`src/rtl/iq_sample_player.sv`:
```
// I/Q sample FIFO and playout engine on a 4-word wishbone page: the host pushes packed
// I/Q words, and one word is popped and presented per programmable sample period.
module iq_sample_player #(
    parameter int sine_lookup_width = 16,
    parameter int LGFIFO            = 5,
    parameter int RATE_WIDTH        = 16
) (
    input  logic                                i_clk,
    input  logic                                i_resetb,
    input  logic                                i_wb_cyc,
    input  logic                                i_wb_stb,
    input  logic                                i_wb_we,
    input  logic [1:0]                          i_wb_addr,
    input  logic [31:0]                         i_wb_data,
    output logic                                o_wb_ack,
    output logic                                o_wb_stall,
    output logic [31:0]                         o_wb_data,
    output logic signed [sine_lookup_width-1:0] o_signal_i,
    output logic signed [sine_lookup_width-1:0] o_signal_q,
    output logic                                o_sample_stb
);

    localparam int                DEPTH      = 1 << LGFIFO;
    localparam logic [LGFIFO:0]   FULL_COUNT = (LGFIFO + 1)'(DEPTH);
    localparam logic [LGFIFO:0]   ONE_COUNT  = (LGFIFO + 1)'(1);
    localparam logic [LGFIFO-1:0] ONE_PTR    = LGFIFO'(1);

    logic [31:0]           mem [DEPTH];
    logic [LGFIFO-1:0]     wr_ptr, rd_ptr;
    logic [LGFIFO:0]       fill_count;
    logic                  enable;
    logic [RATE_WIDTH-1:0] rate, counter;
    logic                  underflow, overflow;
    logic [31:0]           head_word, rd_data;

    logic bus_req, bus_wr, wr_ctrl, wr_rate, wr_data, wr_status;
    logic flush, tick, fifo_empty, fifo_full, pop, push, uf_set, of_set;

    // Bus handshake: the slave never stalls; every cycle with cyc&stb is accepted and
    // answered by exactly one ack on the following clock, carrying that access's read data.
    assign o_wb_stall = 1'b0;
    assign bus_req    = i_wb_stb && i_wb_cyc;
    assign bus_wr     = bus_req && i_wb_we;
    assign wr_ctrl    = bus_wr && (i_wb_addr == 2'd0);
    assign wr_rate    = bus_wr && (i_wb_addr == 2'd1);
    assign wr_data    = bus_wr && (i_wb_addr == 2'd2);
    assign wr_status  = bus_wr && (i_wb_addr == 2'd3);

    assign flush      = wr_ctrl && i_wb_data[1];
    assign tick       = enable && (counter == '0);
    assign fifo_empty = (fill_count == '0);
    assign fifo_full  = (fill_count == FULL_COUNT);
    assign pop        = tick && !fifo_empty && !flush;
    // A full FIFO still accepts a push when the same cycle frees a slot.
    assign push       = wr_data && (!fifo_full || pop);
    assign uf_set     = tick && fifo_empty;
    assign of_set     = wr_data && !push;
    assign head_word  = mem[rd_ptr];

    always_ff @(posedge i_clk) begin
        if (push)
            mem[wr_ptr] <= i_wb_data;
    end

    always_comb begin
        rd_data = '0;
        case (i_wb_addr)
            2'd0: rd_data[0] = enable;
            2'd1: rd_data = 32'(rate);
            2'd3: begin
                rd_data[31]       = underflow;
                rd_data[30]       = overflow;
                rd_data[LGFIFO:0] = fill_count;
            end
            default: rd_data = '0;
        endcase
    end

    always_ff @(posedge i_clk or negedge i_resetb) begin
        if (!i_resetb) begin
            wr_ptr       <= '0;
            rd_ptr       <= '0;
            fill_count   <= '0;
            enable       <= 1'b0;
            rate         <= '0;
            counter      <= '0;
            underflow    <= 1'b0;
            overflow     <= 1'b0;
            o_signal_i   <= '0;
            o_signal_q   <= '0;
            o_sample_stb <= 1'b0;
            o_wb_ack     <= 1'b0;
            o_wb_data    <= '0;
        end else begin
            o_wb_ack  <= bus_req;
            o_wb_data <= bus_req ? rd_data : 32'd0;

            if (wr_ctrl)
                enable <= i_wb_data[0];
            if (wr_rate)
                rate <= i_wb_data[RATE_WIDTH-1:0];

            // Disabled: park the counter on RATE so enabling starts a full period.
            if (!enable || counter == '0)
                counter <= rate;
            else
                counter <= counter - 1'b1;

            if (flush) begin
                wr_ptr     <= '0;
                rd_ptr     <= '0;
                fill_count <= '0;
            end else begin
                if (push)
                    wr_ptr <= wr_ptr + ONE_PTR;
                if (pop)
                    rd_ptr <= rd_ptr + ONE_PTR;
                if (push && !pop)
                    fill_count <= fill_count + ONE_COUNT;
                else if (pop && !push)
                    fill_count <= fill_count - ONE_COUNT;
            end

            // Sticky flags: a set event in the same cycle beats the W1C clear.
            if (uf_set)
                underflow <= 1'b1;
            else if (wr_status && i_wb_data[31])
                underflow <= 1'b0;
            if (of_set)
                overflow <= 1'b1;
            else if (wr_status && i_wb_data[30])
                overflow <= 1'b0;

            o_sample_stb <= pop;
            if (pop) begin
                o_signal_i <= head_word[31 -: sine_lookup_width];
                o_signal_q <= head_word[15 -: sine_lookup_width];
            end
        end
    end

endmodule
```
`config.mk`:
```
export PLATFORM = sky130hd
export DESIGN_NAME = iq_sample_player
export DESIGN_NICKNAME = d
export VERILOG_FILES = /design/src/rtl/iq_sample_player.sv
export SDC_FILE = /design/constraint.sdc
export NUM_CORES = 1
export LEC_CHECK = 0
export ABC_AREA = 1
export CAP_MARGIN = 15
export CELL_PAD_IN_SITES_DETAIL_PLACEMENT = 0
export CELL_PAD_IN_SITES_GLOBAL_PLACEMENT = 1
export CORE_MARGIN = 2
export CORE_UTILIZATION = 51
export DETAILED_ROUTE_END_ITERATION = 16
export PLACE_DENSITY = 0.77
export SLEW_MARGIN = 15
export SYNTH_ARGS = -nofsm -noshare
export SYNTH_HDL_FRONTEND = slang
export SYNTH_SLANG_ARGS = --single-unit
```
`constraint.sdc`:
```
create_clock -name i_clk -period 5.28 [get_ports i_clk]
set_clock_uncertainty 0.05 [all_clocks]
set_input_delay 1.056 -clock i_clk [delete_from_list [all_inputs] [get_ports i_clk]]
set_output_delay 1.056 -clock i_clk [all_outputs]
set_load 0.03 [all_outputs]
```
==> impl_metrics.tcl, run 1 <==
set metrics [dict create \
    status "complete, no violations" \
    antenna_found_initial 3 \
    drtPass1Iterations 5 \
    syn_to_final_growth_pct 13.1 \
    cts.htree.levels 3 \
    drtIter0Drc 3514 \
    seqCellArea_sq_um 33300 \
    fill_cells 7086 \
    post_cts_buffers 0 \
    end_kind "register" \
    synthCells 3670 \
    final_antenna_net_count 0 \
    ctsResizeCount 0 \
    slowest_stage "clkdlybuf4s50_1" \
    detail_route.wl_per_cell_microns 24.9 \
    post_dp_cell_area_sq_um 47600 \
    grt_util_all_layers_pct 27.2 \
    hold_class "in2async" \
    multiInputGateArea_sq_um 10700 \
    crit_top_cell "inv_1" \
    grt_max_degree 191 \
    io_buffers 90 \
    numCtsBuffers 112 \
    synth.distinct_cells 39 \
    cts_root_buf "clkbuf_16" \
    start_util_pct 51.4 \
    drive_gt1_share_pct 9.21 \
    finalMaxSlewViolations 0 \
    ys_ff_latch 1127 \
    stdcell_area_sq_um 51300 \
    grt_pass1_wl_microns 182000 \
    worst_pin_slew_ns 1.05 \
    clkSinkCount 1127 \
    routabilityCongestion 0.805 \
    cp_max_fo 21 \
    drv_cap 0 \
    post-route-util_pct 58.1 \
    critPathMaxStageDelay_ns 0.76 \
    vdd_drop_max_mv 0.345 \
    synth.avg_cell_area_sq_um 12.3 \
    io_pins 106 \
    fmax_mhz 261 \
    drt_drc_violations_left 0 \
    hold_buffers 0 \
    relSlewSlack_pct 30.2 \
    viasPerCell 5.84 \
    coreArea_sq_um 88200 \
    die_x_microns 302 \
    cp_cell_sequence "clkdlybuf4s50_1, inv_1, nor2_2, inv_1, nand3_4, a21oi_4, nand3_2, nor2_4, buf_12" \
    setup_tns_ns 0 \
    synth_edf_count 1024 \
    clkLatencyLatePin_ns 0.70 \
    synth_area_sq_um 45300 \
    dr_total_vias 29100 \
    worstPathArrival_ns 4.15 \
    yosys_warnings 0 \
    final_hold_viol_count 0 \
    synth_flop_cell "edfxtp_1" \
    required_ns 5.60 \
    p_leak_nw 17.7 \
    grt_overflow 0 \
    fin_crit_sh_pct 72.5 \
    clockBufferDepth 3 \
    fp.dieArea_sq_um 91300 \
    rsz0062_at_grt "no" \
    nNetsFinal 3780 \
    timing.final.crit_period_ns 3.83 \
    finalSetupViolations 0 \
    synth.top_cell.area_share_pct 67.8 \
    die_h_microns 302 \
    drt-total-wl_microns 124000 \
    seq_area_frac_synth_pct 73.5 \
    cts_tree "yes" \
    netlist_top_cells_area "edfxtp_1 (68%), nor2_1 (6.2%), dfrtp_1 (5.7%)" \
    critPathKind "in2reg" \
    async_flop_share_pct 9.14 \
    synth_largest_area_cell "edfxtp_1" \
    first_global_vias 27600 \
    pwr_density_cell_nw_per_um2 368 \
    hpwlAfterDp_microns 70900 \
    fp-row-count 109 \
    worstSetupStartpointType "input port" \
    clk_pin_slew_ns 0.06 \
]
state kept, by name, summed over array words and instances (netlist names):
signal and cells:
mem 1024, o_wb_data 18, counter 16, o_signal_i 16
o_signal_q 16, rate 16, fill_count 6, rd_ptr 5
wr_ptr 5, enable 1, o_sample_stb 1, o_wb_ack 1
overflow 1, underflow 1
cell usage in the layout (no fill, tap or decap), types with 13 or more instances in the layout:
cell,Yosys,routed
clkbuf_16,0,113
a21oi_1,72,72
buf_12,1,26
o21ai_1,86,86
nand4_1,13,13
clkinv_1,5,23
buf_4,35,57
nand2_1,413,413
buf_2,41,16
clkdlybuf4s50_1,0,73
clkinv_2,0,26
o22ai_1,61,61
or2_2,21,21
nor2_1,744,711
o21ai_0,464,464
nand3_1,141,141
dfrtp_1,103,99
nor2_4,0,32
edfxtp_1,1024,1024
o211ai_1,119,119
clkbuf_1,121,24
conb_1,1,15
inv_1,75,72
cell type report:
type / count / area share, %
sequential: 1127 / 65.0
multi-input combinational: 2234 / 20.9
clock buffer: 144 / 5.87
timing repair buffer: 173 / 3.45
tap: 1165 / 2.84
clock inverter: 65 / 1.24
inverter: 81 / 0.620
antenna: 1 / 0.00488
power breakdown:
part	internal, mW	total [mW]	switching, mW
Sequential	9.88	10.0	0.148
Clock	4.56	7.92	3.36
Combinational	0.260	0.920	0.660
Total	14.7	18.9	4.17
stage by stage:
step	worst slack, ns	total power, mW	hold WS [ns]	cells
3_5_place_dp	0.774	11.1	0.416	4780
4_1_cts	1.48	18.9	0.424	4989
5_1_grt	1.30	19.4	0.438	4989
2_1_floorplan	0.896	10.7	0.390	3684
6_report	1.45	18.9	0.409	4990
3_3_place_gp	0.820	11.1	0.413	4780
worst max-delay path, delay by kind of cell:
kind	cells	cell delay, ns
buffers and inverters	4	1.57
and+or+nand+nor	4	1.03
AOI/OAI and AO/OA	1	0.43
routing by layer:
| metal | GRT usage, % | part of all wire [%] | vias up |
|---|---|---|---|
| met5 | 0 | 0 | - |
| met4 | 8.04 | 2.6 | 0 |
| met3 | 4.47 | 8.3 | 181 |
| met2 | 42.4 | 46 | 1169 |
| met1 | 39.8 | 43 | 14600 |
| li1 | - | - | 13200 |
cells in the mapped netlist (10+ instances only):
cell type,number
buf_4,35
a21oi_1,72
o22ai_1,61
buf_2,41
nand2_1,413
nor3_1,10
nand3b_1,11
o221ai_1,10
mux2_2,10
inv_1,75
nor2_1,744
buf_1,22
o21ai_1,86
nand4_1,13
o21ai_0,464
dfrtp_1,103
nand3_1,141
edfxtp_1,1024
buf_6,22
or2_2,21
o211ai_1,119
ha_1,11
clkbuf_1,121
cell families after synthesis:
group                      share of synthesized area [%]
other                                            0.00827
buffers and inverters                               3.48
DFF                                                 73.5
and+or+nand+nor                                     12.1
muxes                                              0.248
AOI/OAI and AO/OA                                   9.97
xor gates and xnor gates                           0.290
adders and majority gates                          0.348
worst paths after layout:
| kind | startpoint | to | slack (ns) | cells past startpoint |
|---|---|---|---|---|
| max | i_wb_data[1] | mem[7][10]$_DFFE_PP_ | 1.45 | 9 |
| min | i_resetb | o_signal_q[7]$_DFFE_PN0P_ | 0.41 | 1 |
| max reg2reg | counter[6]$_DFF_PN0_ | mem[7][10]$_DFFE_PP_ | 2.10 | 10 |
| min reg2reg | counter[0]$_DFF_PN0_ | counter[0]$_DFF_PN0_ | 0.43 | 1 |
| max in group asynchronous | i_resetb | fill_count[0]$_DFFE_PN0P_ | 3.74 | 2 |
| min in group i_clk | counter[0]$_DFF_PN0_ | counter[0]$_DFF_PN0_ | 0.43 | 1 |
(Power assumes the default switching activity.)
==> run 2: changes to the inputs <==
==> constraint.sdc (replaced) <==
create_clock -name i_clk -period 3.7 [get_ports i_clk]
set_clock_uncertainty 0.05 [all_clocks]
set_input_delay 0.74 -clock i_clk [delete_from_list [all_inputs] [get_ports i_clk]]
set_output_delay 0.74 -clock i_clk [all_outputs]
set_load 0.03 [all_outputs]
==> run 2 against run 1 <==
First-iteration DRC count shrank 2.4%. Die area is the same. Clock power grew 50%. Register-to-register slack lost 1.3 ns. Design area grew 2.6%. Cell count grew 1.7%. Routed wire length grew 0.10%. Utilization grew 1.5 points. Sequential share of layout area shrank 1.7 points. Largest power group unchanged.
==> impl_metrics.tcl, run 2 (synthesis results as in run 1) <==
set metrics [dict create \
    status "complete, no violations" \
    worstSetupStartpointType "register" \
    vdd_drop_max_mv 0.459 \
    coreArea_sq_um 88200 \
    drive_gt1_share_pct 11.6 \
    first_global_vias 28000 \
    clk_pin_slew_ns 0.06 \
    grt_overflow 0 \
    nNetsFinal 3860 \
    io_buffers 90 \
    largest_reg_flops 1024 \
    drtIter0Drc 3428 \
    clockBufferDepth 3 \
    cts_root_buf "clkbuf_16" \
    drv_cap 0 \
    cts.htree.levels 3 \
    hpwlAfterDp_microns 76100 \
    grt_util_all_layers_pct 27.4 \
    syn_to_final_growth_pct 16.1 \
    final_hold_viol_count 0 \
    finalSetupViolations 0 \
    finalMaxSlewViolations 0 \
    p_leak_nw 18.3 \
    hold_ws_ns 0.0300 \
    layout_common_cells "edfxtp_1 (1024), nor2_1 (711), o21ai_0 (464), nand2_1 (413), nand3_1 (141)" \
    fp.dieArea_sq_um 91300 \
    r2r_slack_ns 0.81 \
    end_kind "register" \
    dr_total_vias 29500 \
    rr_worst_depth 7 \
    hold_class "in2async" \
    pwr_density_cell_nw_per_um2 524 \
    antenna_found_initial 4 \
    grt_max_degree 120 \
    drt-total-wl_microns 124000 \
    hold_buffers 0 \
    worstPathArrival_ns 3.46 \
    r2r-start "rd_ptr[1]$_DFFE_PN0P_" \
    final_common_cell "edfxtp_1" \
    final_antenna_net_count 0 \
    die_h_microns 302 \
    worst_pin_slew_ns 1.02 \
    cp_max_fo 45 \
    start_util_pct 51.4 \
    largest-register "mem" \
    drtPass1Iterations 5 \
    fmax_mhz 346 \
    required_ns 4.27 \
    routabilityCongestion 0.830 \
    numCtsBuffers 112 \
    finalPower_mw 27.6 \
    setup_tns_ns 0 \
    detail_route.wl_per_cell_microns 24.5 \
    ctsResizeCount 0 \
    critPathKind "reg2reg" \
    viasPerCell 5.82 \
    rsz0062_at_grt "no" \
    die_x_microns 302 \
    timing.final.crit_period_ns 2.89 \
    drt_drc_violations_left 0 \
    fin_crit_sh_pct 78.2 \
    dp_cells 4860 \
    clkSinkCount 1127 \
    layoutNonFillerInstCount 5075 \
    cts_tree "yes" \
    clkLatencyLatePin_ns 0.68 \
    reg.largest.list "mem (1024), o_wb_data (18)" \
    fp-row-count 109 \
    timing.rr.end "o_signal_i[13]$_DFFE_PN0P_" \
    io_pins 106 \
    grt_pass1_wl_microns 184000 \
    post_cts_buffers 0 \
    relSlewSlack_pct 31.9 \
]
-- run 2: cell count changes in the layout (fill, tap and decap cells not counted), moves of 5 or more --
cell        previous run  this run
clkbuf_1              24        16
clkinv_2              26        21
clkinvlp_4             3        10
buf_12                26        65
clkbuf_8               6        12
buf_4                 57        98
-- run 2: area by class of cell --
type                       count  area (sq um)
fill                        6894         35600
sequential                  1127         33300
multi-input combinational   2234         10700
clock buffer                 143          3100
timing repair buffer         253          2840
tap                         1165          1460
clock inverter                71           811
inverter                      81           318
antenna                        1          2.50
-- run 2: per-layer routing --
metal	part of all wire, %	wire (microns)	GRT usage, %
met4	2.8	3440	8.65
met5	0.0097	12	0
met1	43	53200	40.5
met2	47	57800	42.6
met3	7.9	9830	3.75
-- run 2: power breakdown --
group	switching (mW)	internal (mW)	total (mW)
Combinational	0.977	0.387	1.36
Clock	4.87	7.00	11.9
Sequential	0.230	14.1	14.3
Total	6.08	21.5	27.6
-- run 2: through the flow --
step                setup slack (ns)  utilization [%]  cell area (sq um)
floorplan                      0.193                -              45400
global placement               0.192             55.2              48700
detailed placement             0.240             55.2              48700
CTS                            0.828             59.6              52600
global route                   0.560             59.6              52600
finish                         0.807             59.6              52600
-- run 2: worst max-delay path by stage --
stage,cells after the start,endpoint,from
final,7,o_signal_i[13]$_DFFE_PN0P_,rd_ptr[1]$_DFFE_PN0P_
after CTS,15,fill_count[4]$_DFFE_PN0P_,counter[0]$_DFF_PN0_
after global routing,14,fill_count[4]$_DFFE_PN0P_,counter[8]$_DFF_PN0_
after floorplan,9,mem[15][0]$_DFFE_PP_,i_wb_stb
after detailed placement,20,fill_count[5]$_DFFE_PN0P_,i_wb_stb
after global placement,20,fill_count[5]$_DFFE_PN0P_,i_wb_stb
-- run 2: worst max-delay path: stages, from the launching register on --
cell,delay [ns]
dfrtp_4,0.72
inv_4,0.61
o21ai_0,0.19
o221ai_1,0.57
nand3_1,0.13
nand2_1,0.20
nand3_1,0.18
nand2_1,0.10
